### src/rtl/blu_branch_cmp_pipe_if.sv
// ---------------------------------------------------------------------------
// blu_branch_cmp_pipe_if
// Request/result handshake bundle for the BLU branch comparator pipe.
//   in_valid/in_ready     request handshake (issue -> comparator)
//   in_rs1/in_rs2         operands A and B
//   in_funct3             RISC-V B-type funct3
//   in_tag                opaque tag carried with the request
//   out_valid/out_ready   result handshake (comparator -> PC redirect)
//   out_taken             branch decision
//   out_eq/lt/ltu         comparison flags
//   out_illegal           funct3 is 010 or 011
//   out_tag               tag of the result
// master: request producer / result consumer.  slave: the comparator.
// ---------------------------------------------------------------------------
interface blu_branch_cmp_pipe_if #(
    parameter int XLEN  = 32,
    parameter int TAG_W = 5
);
    logic             in_valid;
    logic             in_ready;
    logic [XLEN-1:0]  in_rs1;
    logic [XLEN-1:0]  in_rs2;
    logic [2:0]       in_funct3;
    logic [TAG_W-1:0] in_tag;

    logic             out_valid;
    logic             out_ready;
    logic             out_taken;
    logic             out_eq;
    logic             out_lt;
    logic             out_ltu;
    logic             out_illegal;
    logic [TAG_W-1:0] out_tag;

    modport master (
        output in_valid, in_rs1, in_rs2, in_funct3, in_tag, out_ready,
        input  in_ready, out_valid, out_taken, out_eq, out_lt, out_ltu,
               out_illegal, out_tag
    );

    modport slave (
        input  in_valid, in_rs1, in_rs2, in_funct3, in_tag, out_ready,
        output in_ready, out_valid, out_taken, out_eq, out_lt, out_ltu,
               out_illegal, out_tag
    );
endinterface

### src/rtl/blu_branch_cmp_pipe.sv
// ---------------------------------------------------------------------------
// blu_branch_cmp_pipe
// Two-stage pipelined branch comparator. Stage 1 holds the request and
// presents A + ~B + 1 to an external prefix adder; stage 2 registers the
// eq/lt/ltu flags derived from the adder result and the branch decision.
// Ports:
//   clk, rst          clock, synchronous active-high reset
//   flush             synchronous kill of both pipeline stages
//   bus (slave)       request and result handshakes, see the interface
//   add_a/add_b/add_ci  adder operands: rs1, ~rs2, carry-in 1
//   add_s/add_co      adder sum and carry-out (combinational return)
// ---------------------------------------------------------------------------
module blu_branch_cmp_pipe #(
    parameter int XLEN  = 32,
    parameter int TAG_W = 5
) (
    input  logic                 clk,
    input  logic                 rst,
    input  logic                 flush,
    blu_branch_cmp_pipe_if.slave bus,
    output logic [XLEN-1:0]      add_a,
    output logic [XLEN-1:0]      add_b,
    output logic                 add_ci,
    input  logic [XLEN-1:0]      add_s,
    input  logic                 add_co
);

    // A mixed-sign pair is decided by the sign of rs1 alone; the difference
    // sign is only meaningful when both operands share a sign (no overflow).
    function automatic logic signed_lt(input logic a_msb, input logic b_msb,
                                       input logic diff_msb);
        return (a_msb ^ b_msb) ? a_msb : diff_msb;
    endfunction

    function automatic logic is_illegal(input logic [2:0] f3);
        return (f3[2:1] == 2'b01);
    endfunction

    function automatic logic branch_taken(input logic [2:0] f3, input logic eq,
                                          input logic lt, input logic ltu);
        logic t;
        case (f3)
            3'b000:  t = eq;
            3'b001:  t = !eq;
            3'b100:  t = lt;
            3'b101:  t = !lt;
            3'b110:  t = ltu;
            3'b111:  t = !ltu;
            default: t = 1'b0;
        endcase
        return t;
    endfunction

    logic             vld_p1;
    logic             vld_p2;
    logic [XLEN-1:0]  rs1_p1;
    logic [XLEN-1:0]  rs2_p1;
    logic [2:0]       funct3_p1;
    logic [TAG_W-1:0] tag_p1;

    logic s2_rdy;
    logic in_acc;
    logic s1_adv;
    logic eq_c;
    logic lt_c;
    logic ltu_c;

    // in_ready depends only on state and flush, never on in_valid.
    assign s2_rdy       = !vld_p2 || bus.out_ready;
    assign bus.in_ready = (!vld_p1 || s2_rdy) && !flush;
    assign in_acc       = bus.in_valid && bus.in_ready;
    assign s1_adv       = vld_p1 && s2_rdy;

    always_ff @(posedge clk) begin
        if (rst) begin
            vld_p1 <= 1'b0;
            vld_p2 <= 1'b0;
        end else if (flush) begin
            vld_p1 <= 1'b0;
            vld_p2 <= 1'b0;
        end else begin
            vld_p1 <= in_acc || (vld_p1 && !s2_rdy);
            vld_p2 <= s1_adv || (vld_p2 && !bus.out_ready);
        end
    end

    // ---- stage 1: request capture, drives the external adder ----
    always_ff @(posedge clk) begin
        if (in_acc) begin
            rs1_p1    <= bus.in_rs1;
            rs2_p1    <= bus.in_rs2;
            funct3_p1 <= bus.in_funct3;
            tag_p1    <= bus.in_tag;
        end
    end

    assign add_a  = rs1_p1;
    assign add_b  = ~rs2_p1;
    assign add_ci = 1'b1;

    assign eq_c  = (add_s == '0);
    assign ltu_c = !add_co;
    assign lt_c  = signed_lt(rs1_p1[XLEN-1], rs2_p1[XLEN-1], add_s[XLEN-1]);

    // ---- stage 2: flag and decision registers ----
    // A flush leaves the data registers untouched; only the valid bits clear.
    always_ff @(posedge clk) begin
        if (rst) begin
            bus.out_taken   <= 1'b0;
            bus.out_eq      <= 1'b0;
            bus.out_lt      <= 1'b0;
            bus.out_ltu     <= 1'b0;
            bus.out_illegal <= 1'b0;
            bus.out_tag     <= '0;
        end else if (s1_adv && !flush) begin
            bus.out_taken   <= branch_taken(funct3_p1, eq_c, lt_c, ltu_c);
            bus.out_eq      <= eq_c;
            bus.out_lt      <= lt_c;
            bus.out_ltu     <= ltu_c;
            bus.out_illegal <= is_illegal(funct3_p1);
            bus.out_tag     <= tag_p1;
        end
    end

    assign bus.out_valid = vld_p2;

endmodule
### src/flat_wrapper.sv
// flat-port wrapper written by rule: the top's interface ports become plain ports
module blu_branch_cmp_pipe_flat 
#(
    parameter int XLEN  = 32,
    parameter int TAG_W = 5
)
  (clk, rst, flush, add_a, add_b, add_ci, add_s, add_co, bus_in_valid, bus_in_rs1, bus_in_rs2, bus_in_funct3, bus_in_tag, bus_out_ready, bus_in_ready, bus_out_valid, bus_out_taken, bus_out_eq, bus_out_lt, bus_out_ltu, bus_out_illegal, bus_out_tag);
  blu_branch_cmp_pipe_if #(.XLEN(XLEN), .TAG_W(TAG_W)) bus_i ();
  input  logic clk;
  input  logic rst;
  input  logic flush;
  output logic [XLEN-1:0] add_a;
  output logic [XLEN-1:0] add_b;
  output logic add_ci;
  input  logic [XLEN-1:0] add_s;
  input  logic add_co;
  input wire logic [$bits(bus_i.in_valid)-1:0] bus_in_valid;
  input wire logic [$bits(bus_i.in_rs1)-1:0] bus_in_rs1;
  input wire logic [$bits(bus_i.in_rs2)-1:0] bus_in_rs2;
  input wire logic [$bits(bus_i.in_funct3)-1:0] bus_in_funct3;
  input wire logic [$bits(bus_i.in_tag)-1:0] bus_in_tag;
  input wire logic [$bits(bus_i.out_ready)-1:0] bus_out_ready;
  output wire logic [$bits(bus_i.in_ready)-1:0] bus_in_ready;
  output wire logic [$bits(bus_i.out_valid)-1:0] bus_out_valid;
  output wire logic [$bits(bus_i.out_taken)-1:0] bus_out_taken;
  output wire logic [$bits(bus_i.out_eq)-1:0] bus_out_eq;
  output wire logic [$bits(bus_i.out_lt)-1:0] bus_out_lt;
  output wire logic [$bits(bus_i.out_ltu)-1:0] bus_out_ltu;
  output wire logic [$bits(bus_i.out_illegal)-1:0] bus_out_illegal;
  output wire logic [$bits(bus_i.out_tag)-1:0] bus_out_tag;
  assign bus_i.in_valid = bus_in_valid;
  assign bus_i.in_rs1 = bus_in_rs1;
  assign bus_i.in_rs2 = bus_in_rs2;
  assign bus_i.in_funct3 = bus_in_funct3;
  assign bus_i.in_tag = bus_in_tag;
  assign bus_i.out_ready = bus_out_ready;
  assign bus_in_ready = bus_i.in_ready;
  assign bus_out_valid = bus_i.out_valid;
  assign bus_out_taken = bus_i.out_taken;
  assign bus_out_eq = bus_i.out_eq;
  assign bus_out_lt = bus_i.out_lt;
  assign bus_out_ltu = bus_i.out_ltu;
  assign bus_out_illegal = bus_i.out_illegal;
  assign bus_out_tag = bus_i.out_tag;
  blu_branch_cmp_pipe #(.XLEN(XLEN), .TAG_W(TAG_W)) u_core (.clk(clk), .rst(rst), .flush(flush), .bus(bus_i), .add_a(add_a), .add_b(add_b), .add_ci(add_ci), .add_s(add_s), .add_co(add_co));
endmodule
### config.mk
export PLATFORM = sky130hd
export DESIGN_NAME = blu_branch_cmp_pipe_flat
export DESIGN_NICKNAME = d
export VERILOG_FILES = /design/src/rtl/blu_branch_cmp_pipe_if.sv /design/src/rtl/blu_branch_cmp_pipe.sv /design/src/flat_wrapper.sv
export SDC_FILE = /design/constraint.sdc
export NUM_CORES = 1
export LEC_CHECK = 0
export CAP_MARGIN = 40
export CELL_PAD_IN_SITES_DETAIL_PLACEMENT = 0
export CELL_PAD_IN_SITES_GLOBAL_PLACEMENT = 1
export CORE_MARGIN = 2
export CORE_UTILIZATION = 25
export CTS_BUF_LIST = sky130_fd_sc_hd__clkbuf_4 sky130_fd_sc_hd__clkbuf_8
export DETAILED_ROUTE_END_ITERATION = 8
export GPL_ROUTABILITY_DRIVEN = 1
export PLACE_DENSITY = 0.84
export SYNTH_ARGS = -nofsm -noshare
export SYNTH_HDL_FRONTEND = slang
export SYNTH_SLANG_ARGS = --single-unit
### constraint.sdc
create_clock -name clk -period 2.75 [get_ports clk]
set_input_delay 0.275 -clock clk [delete_from_list [all_inputs] [get_ports clk]]
set_output_delay 0.275 -clock clk [all_outputs]
set_load 0.02 [all_outputs]
# After elaboration in Yosys (flattened, before gate mapping)
# Index checks and enable logic that the tools add are counted.
dict set report classes {
  eq_ne 6
  n_mux 2
  bitwise_logic 2
  n_reduce_logical 21
}
# cell count
set op_table {}
lappend op_table {{logical NOT 32 bit} 1}
lappend op_table {{inverter 32 bit} 1}
lappend op_table {{equality test 3 bit, second input constant} 4}
lappend op_table {{logical NOT 1 bit} 8}
lappend op_table {{logical AND 1 bit} 6}
lappend op_table {{case mux 1 bit (6 select lines)} 1}
lappend op_table {{logical OR 1 bit} 4}
lappend op_table {{equality test 3 x 1 -> 1 bit, second input constant} 1}
lappend op_table {{logical NOT 3 bit} 1}
lappend op_table {{equality test 2 x 1 -> 1 bit, second input constant} 1}
lappend op_table {{OR reduction 2 bit} 1}
lappend op_table {{two-way mux 1 bit} 1}
lappend op_table {{XOR 1 bit} 1}
dict set report totals {
  reg_bits 84
  out_inout_bits 77
}

# Logic depth before layout (Yosys ltp)
# Gate-level depths: netlist of run 1.
dict set report depth {
  depth_word 6
  ltp_mapped 6
  ltp_nobuf 5
}

# Worst setup path before layout of run 1
# Ideal clock, no wire load.
dict set report synth_timing {
  path_kind {register to register}
  start {register u_core.vld_p2, in the netlist u_core.bus.out_valid}
  end {register u_core.rs1_p1[0], in the netlist u_core.add_a[0] (enable)}
  setup_time_ns 0.438
  t_arrival_ns 2.694
  required_time_ns 2.312
  path_slack_ns -0.382
  path_stages_with_launch 4
  n_path_buf 0
  path_cell_list {dfxtp_1 -> nor2b_4 -> a21oi_1 -> and2_1}
}
dict set report synth_between {
  elab_chain_len 5
}
# element line
set synth_rtl {}
lappend synth_rtl {{start: declaration} blu_branch_cmp_pipe.sv:55} ;# logic vld_p2;
lappend synth_rtl {{start signal: assignment} blu_branch_cmp_pipe.sv:83} ;# vld_p2 <= s1_adv || (vld_p2 && !bus.out_ready);
lappend synth_rtl {{logical NOT 1 bit} blu_branch_cmp_pipe.sv:69} ;# assign s2_rdy = !vld_p2 || bus.out_ready;
lappend synth_rtl {{logical OR 1 bit} blu_branch_cmp_pipe.sv:69}
lappend synth_rtl {{logical OR 1 bit} blu_branch_cmp_pipe.sv:70} ;# assign bus.in_ready = (!vld_p1 || s2_rdy) && !flush;
lappend synth_rtl {{logical AND 1 bit} blu_branch_cmp_pipe.sv:70}
lappend synth_rtl {{net bus_in_ready} flat_wrapper.sv:23} ;# output wire logic [$bits(bus_i.in_ready)-1:0] bus_in_ready;
lappend synth_rtl {{logical AND 1 bit} blu_branch_cmp_pipe.sv:71} ;# assign in_acc = bus.in_valid && bus.in_ready;
lappend synth_rtl {{net u_core.in_acc} blu_branch_cmp_pipe.sv:62} ;# logic in_acc;
lappend synth_rtl {{end signal: assignment} blu_branch_cmp_pipe.sv:90} ;# rs1_p1 <= bus.in_rs1;
lappend synth_rtl {{end: declaration} blu_branch_cmp_pipe.sv:56} ;# logic [XLEN-1:0] rs1_p1;
# The timed path passes the listed nets, and every way through them passes these cells.
# A chain may end at the register's enable or synchronous reset.

# Final worst setup path of run 1
dict set report layout_timing {
  start {input bus_out_ready}
  end {output bus_in_ready}
}
dict set report layout_between {
  elab_chain_len 3
}
# element line
set layout_rtl {}
lappend layout_rtl {{start: declaration} flat_wrapper.sv:22} ;# input wire logic [$bits(bus_i.out_ready)-1:0] bus_out_ready;
lappend layout_rtl {{logical OR 1 bit} blu_branch_cmp_pipe.sv:69}
lappend layout_rtl {{logical OR 1 bit} blu_branch_cmp_pipe.sv:70}
lappend layout_rtl {{logical AND 1 bit} blu_branch_cmp_pipe.sv:70}
lappend layout_rtl {{end: declaration} flat_wrapper.sv:23}
# No other way between the ends.

==> results of run 1 <==
[cells by family after synthesis]
| kind of cell | share of synthesized area |
|---|---|
| simple gates | 0.0678 |
| compound gates | 0.0328 |
| mux | 0.00389 |
| other cells | 0.00129 |
| flops | 0.829 |
| xor+xnor | 0.00907 |
| fa+ha+maj | 0.00346 |
| buf+inv | 0.0523 |
[worst max path at each step]
stage / from / end
floorplan: u_core.bus.out_valid$_SDFF_PP0_ / u_core.add_a[0]$_DFFE_PP_
global placement: bus_out_ready / u_core.rs2_p1[28]$_DFFE_PP_
detailed placement: bus_out_ready / u_core.rs2_p1[28]$_DFFE_PP_
CTS: u_core.bus.out_valid$_SDFF_PP0_ / bus_in_ready
global route: u_core.bus.out_valid$_SDFF_PP0_ / bus_in_ready
finish: bus_out_ready / bus_in_ready
[power by group through the flow]
| stage | Sequential, mW | Clock [mW] | Combinational, mW |
|---|---|---|---|
| after detailed placement | 1.52 | 0 | 0.446 |
| after floorplan | 1.56 | 0 | 0.0926 |
| after global routing | 1.50 | 0.998 | 0.468 |
| final | 1.49 | 0.901 | 0.442 |
| after CTS | 1.49 | 0.934 | 0.449 |
| after global placement | 1.52 | 0 | 0.440 |
[per-stage QoR]
| step | util | std cells | power (mW) | setup WS, ns |
|---|---|---|---|---|
| 6_report | 0.452 | 521 | 2.83 | 0.807 |
| 5_1_grt | 0.452 | 521 | 2.96 | 0.740 |
| 2_1_floorplan | - | 178 | 1.66 | 0.385 |
| 3_5_place_dp | 0.434 | 505 | 1.97 | 0.629 |
| 4_1_cts | 0.452 | 521 | 2.87 | 0.773 |
| 3_3_place_gp | 0.434 | 505 | 1.96 | 0.663 |
[area by class of cell]
class	count	area, sq um
fill	1046	6230
sequential	84	2400
timing repair buffer	188	1890
multi-input combinational	57	345
tap	143	179
clock buffer	10	131
inverter	33	124
clock inverter	6	71.3
[state kept, by name, indices dropped and copies added (netlist names), 3 cells and up]
register	count
u_core.add_a	32
u_core.rs2_p1	32
u_core.bus.out_tag	5
u_core.tag_p1	5
u_core.funct3_p1	3
[cell usage in the layout, fill, tap and decap left out, types with 2 or more instances in the layout]
cell / n
a21oi_1: 11
buf_4: 2
clkbuf_8: 9
clkdlybuf4s50_1: 185
clkinvlp_4: 2
dfxtp_1: 12
edfxtp_1: 72
inv_1: 32
inv_6: 2
nand2_1: 15
nand4_1: 2
nor2_1: 3
nor3_1: 2
nor4_1: 8
xor2_1: 2
[metal layers]
layer  up-vias  GRT usage  wire length (um)  share of wire
li1       1014          -                 -              -
met1       984      0.119              2610           0.35
met2        83      0.217              3970           0.53
met3        19     0.0512               630          0.084
met4         0     0.0815               266          0.036
met5         -          0                 0              0
[cell usage after synthesis]
| cell | n |
|---|---|
| edfxtp_1 | 72 |
| inv_1 | 32 |
| nand2_1 | 15 |
| dfxtp_1 | 12 |
| a21oi_1 | 11 |
| nor4_1 | 8 |
| nor2_1 | 3 |
| nand4_1 | 2 |
| nor3_1 | 2 |
| xor2_1 | 2 |
| a211oi_1 | 1 |
| and2_1 | 1 |
| buf_2 | 1 |
| buf_4 | 1 |
| buf_6 | 1 |
| clkbuf_1 | 1 |
| conb_1 | 1 |
| inv_2 | 1 |
| maj3_1 | 1 |
| mux2_2 | 1 |
| nand3_1 | 1 |
| nor2b_4 | 1 |
| nor3_2 | 1 |
| nor3b_2 | 1 |
| o21ai_1 | 1 |
| o22ai_1 | 1 |
| o31ai_4 | 1 |
| or3b_1 | 1 |
| xnor2_1 | 1 |
[worst register-to-register path, cell delays in order, from the launching register on]
cell and delay, ns:
dfxtp_1 0.32, nor2b_4 0.14, a21oi_1 0.19, and2_4 0.43, buf_12 0.29
==> out/metrics.yaml, run 1 <==
insertion_delay_ns: 0.37
grt_pass1_vias: 2279
netlist.area_leader.share: 0.746
setup_viol: 0
crit_path_end_kind: "output pin"
yosysUniqueCellTypes: 29
syn_nets: 288
vias: 2100
cp-start-kind: "primary input"
htree_levels: 3
num_antenna_cells: 0
postRouteAntennaNets: 0
synth_cells: 178
power_leakage_nw: 1.85
hold_depth: 1
grt_max_degree: 37
drt-pass1-iter-count: 4
gr-total-overflow: 0
critPathBufInv: 2
final_max_slew_viol_count: 0
clock_path_buffers: 2
crit_family: "buffers and inverters"
ys_warn_count: 0
critPathMaxStageDelay_ns: 0.64
drc: 0
initial_utilization: 0.255
max_freq_mhz: 515
postCtsSetupBuffers: 0
rr_endpoint: "u_core.rs2_p1[7]$_DFFE_PP_"
dp_hpwl_um: 5850
dpl_cell_area_sq_um: 4940
synthToLayoutAreaGrowth_pct: 77.5
core_region_area_sq_um: 11400
io_buffers: 185
rsz0062_at_grt: "no"
die_y_um: 112
grt_use_total: 0.124
ioPinCount: 187
post_cts_resize_count: 0
vdd_ir_drop_max_mv: 0.484
crit_chain: "clkdlybuf4s50_1 > nor2b_4 > a21oi_1 > clkdlybuf4s50_1"
yosysSeqAreaShare: 0.829
holdCritPathClass: "primary input to register"
nets: 483
slew_headroom: 0.652
via_per_inst: 4.03
min_to: "u_core.add_a[13]$_DFFE_PP_"
criticalPathCategory: "primary input to output pin"
switchingPower_mw: 0.670
cp_max_fo: 5
p_int_mw: 2.16
root_buffer: "clkbuf_8"
routed_wl_um: 7480
timing.rr.start: "u_core.bus.out_valid$_SDFF_PP0_"
clock_skew_ns: 0.0109
status: "complete, no violations"
cts.clk_slew.worst_paths_ns: 0.09
pwr-share-seq: 0.526
hp-start: "bus_in_rs1[13]"
drive_above_1_share: 0.0688
cts-buffers-inserted: 9
worst_pin_slew_ns: 0.521
cp_common_cell: "clkdlybuf4s50_1"
die_x_um: 112
final_area_sq_um: 5140
fin_crit_ns: 1.94
ys_seq_elements: 84
tns_ns: 0
r2r_setup_slack_ns: 1.07
fin_hold_ws_ns: 0.453
p_clk_frac: 0.318
gp_congestion: 0.741
detail_route.wl_per_cell_um: 14.3
hold_viol_final: 0
power_density_nw_per_um2: 551
antenna_found_initial: 0
power_switching_share: 0.236
rr_worst_depth: 4
synthTopCellsByArea: "edfxtp_1, dfxtp_1, inv_1"
die_area_sq_um: 12500
cts_hold_buf: 0
avgSynthCellArea_sq_um: 16.3
cts_tree: "done"
drt_iter0_drc: 69
cpMaxStageDelayCell: "clkdlybuf4s50_1"
clock_sinks: 84
maxCapViolCount: 0
placementRows: 39
grt_pass1_wl_um: 11500
synthesis.area_sq_um: 2900
combinationalPowerShare: 0.156
finalCritPeriodShare: 0.707
cp_data_arrival_time_ns: 1.67
path_depth: 4
crit_required_ns: 2.48
synth_top_area_cell: "edfxtp_1"
Power figures use the tool's default switching activity.
==> run 2: changes to the inputs <==
- CORE_UTILIZATION: 25 -> 28
- PLACE_DENSITY: 0.84 -> 0.88
- clock period: 2.75 -> 1.9 ns (I/O delays scaled with it)
==> out/metrics.yaml, run 2 (synthesized netlist as in run 1, its figures left out) <==
fillers: 874
antenna_found_initial: 0
grt_max_degree: 43
fin_crit_ns: 1.75
max_freq_mhz: 572
vias: 2151
postRouteAntennaNets: 0
insertion_delay_ns: 0.34
crit_family: "buffers and inverters"
cts_tree: "done"
status: "complete, no violations"
cts_hold_buf: 0
crit_chain: "nor2b_4 > a21oi_2 > clkdlybuf4s50_1"
slew_headroom: 0.661
use_met1: 0.124
clock_path_buffers: 2
drc: 0
nets: 484
holdCritPathClass: "primary input to register"
power_leakage_nw: 1.87
clock_sinks: 84
maxCapViolCount: 0
cts-buffers-inserted: 9
gr-total-overflow: 0
multiInputGateArea_sq_um: 349
grt_use_total: 0.131
cp-start-kind: "register"
synthToLayoutAreaGrowth_pct: 78.0
crit_required_ns: 1.71
drive_above_1_share: 0.0739
setup_viol: 0
die_y_um: 106
tns_ns: 0
ioPinCount: 187
detail_route.wl_per_cell_um: 14.3
root_buffer: "clkbuf_8"
grt_pass1_wl_um: 11100
die_x_um: 106
dp_hpwl_um: 5740
cp_max_fo: 5
rr_worst_depth: 4
r2r_setup_slack_ns: 0.46
cpMaxStageDelayCell: "clkdlybuf4s50_1"
worst_pin_slew_ns: 0.506
criticalPathCategory: "register to output pin"
critPathMaxStageDelay_ns: 0.61
core_region_area_sq_um: 10200
final_max_slew_viol_count: 0
post_cts_resize_count: 0
hold_depth: 1
cts.clk_slew.worst_paths_ns: 0.08
critPathBufInv: 1
postCtsSetupBuffers: 0
met2_usage: 0.225
via_per_inst: 4.18
htree_levels: 3
vdd_ir_drop_max_mv: 0.619
num_antenna_cells: 0
gp_congestion: 0.718
drt_iter0_drc: 107
power_density_nw_per_um2: 791
grt.met3_usage: 0.0841
drt-pass1-iter-count: 4
finalCritPeriodShare: 0.920
mostFrequentLayoutCell: "clkdlybuf4s50_1"
cp_data_arrival_time_ns: 1.56
clock_skew_ns: 0.00937
fin_total_pwr_mw: 4.08
crit_path_end_kind: "output pin"
placementRows: 37
routed_wl_um: 7350
initial_utilization: 0.284
die_area_sq_um: 11200
final_cell_mix: "clkdlybuf4s50_1, edfxtp_1, inv_1, nand2_1, dfxtp_1"
grt_pass1_vias: 2288
grt-busiest-layer: "met2"
rsz0062_at_grt: "no"
seq_area_sq_um: 2400
hold_viol_final: 0
io_buffers: 185
path_depth: 3
## run 2: area by class of cell
class	instances	share of cell area
well taps	136	0.0330
flip-flops and latches	84	0.466
repair buffers	189	0.370
inverters	33	0.0240
multi-input cells	57	0.0677
clock buffers	14	0.0325
clock inverters	2	0.00680
## run 2: worst reg2reg max path, cell delays in order (launching register included)
cell and delay, ns:
dfxtp_1 0.32, nor2b_4 0.14, or3b_1 0.50, o31ai_4 0.25, o22ai_1 0.10
## run 2: where the power goes
group | switching [mW] | internal, mW | total [mW]
Combinational | 0.264 | 0.380 | 0.644
Clock | 0.572 | 0.702 | 1.27
Sequential | 0.0373 | 2.12 | 2.16
Total | 0.873 | 3.20 | 4.08
## run 2: final timing paths
check                                                      from                                end
worst max-delay path            u_core.bus.out_valid$_SDFF_PP0_                       bus_in_ready
worst min-delay path                             bus_in_rs2[21]        u_core.rs2_p1[21]$_DFFE_PP_
worst max register to register  u_core.bus.out_valid$_SDFF_PP0_  u_core.bus.out_taken$_SDFFE_PP0P_
worst min register to register   u_core.bus.out_eq$_SDFFE_PP0P_     u_core.bus.out_eq$_SDFFE_PP0P_
## run 2: per-stage QoR
stage	utilization	setup WS, ns	instance area, sq um	cells	hold slack (ns)
floorplan	-	0.0608	2900	178	0.263
global placement	0.486	0.177	4950	499	0.446
detailed placement	0.486	0.136	4950	499	0.450
CTS	0.506	0.119	5150	515	0.378
global route	0.506	0.0612	5150	515	0.374
finish	0.506	0.151	5150	515	0.404
## run 2: per-layer routing
| layer | share of wire | routed length, um |
|---|---|---|
| met5 | 0 | 0 |
| met4 | 0.016 | 119 |
| met3 | 0.15 | 1140 |
| met2 | 0.49 | 3630 |
| met1 | 0.33 | 2460 |
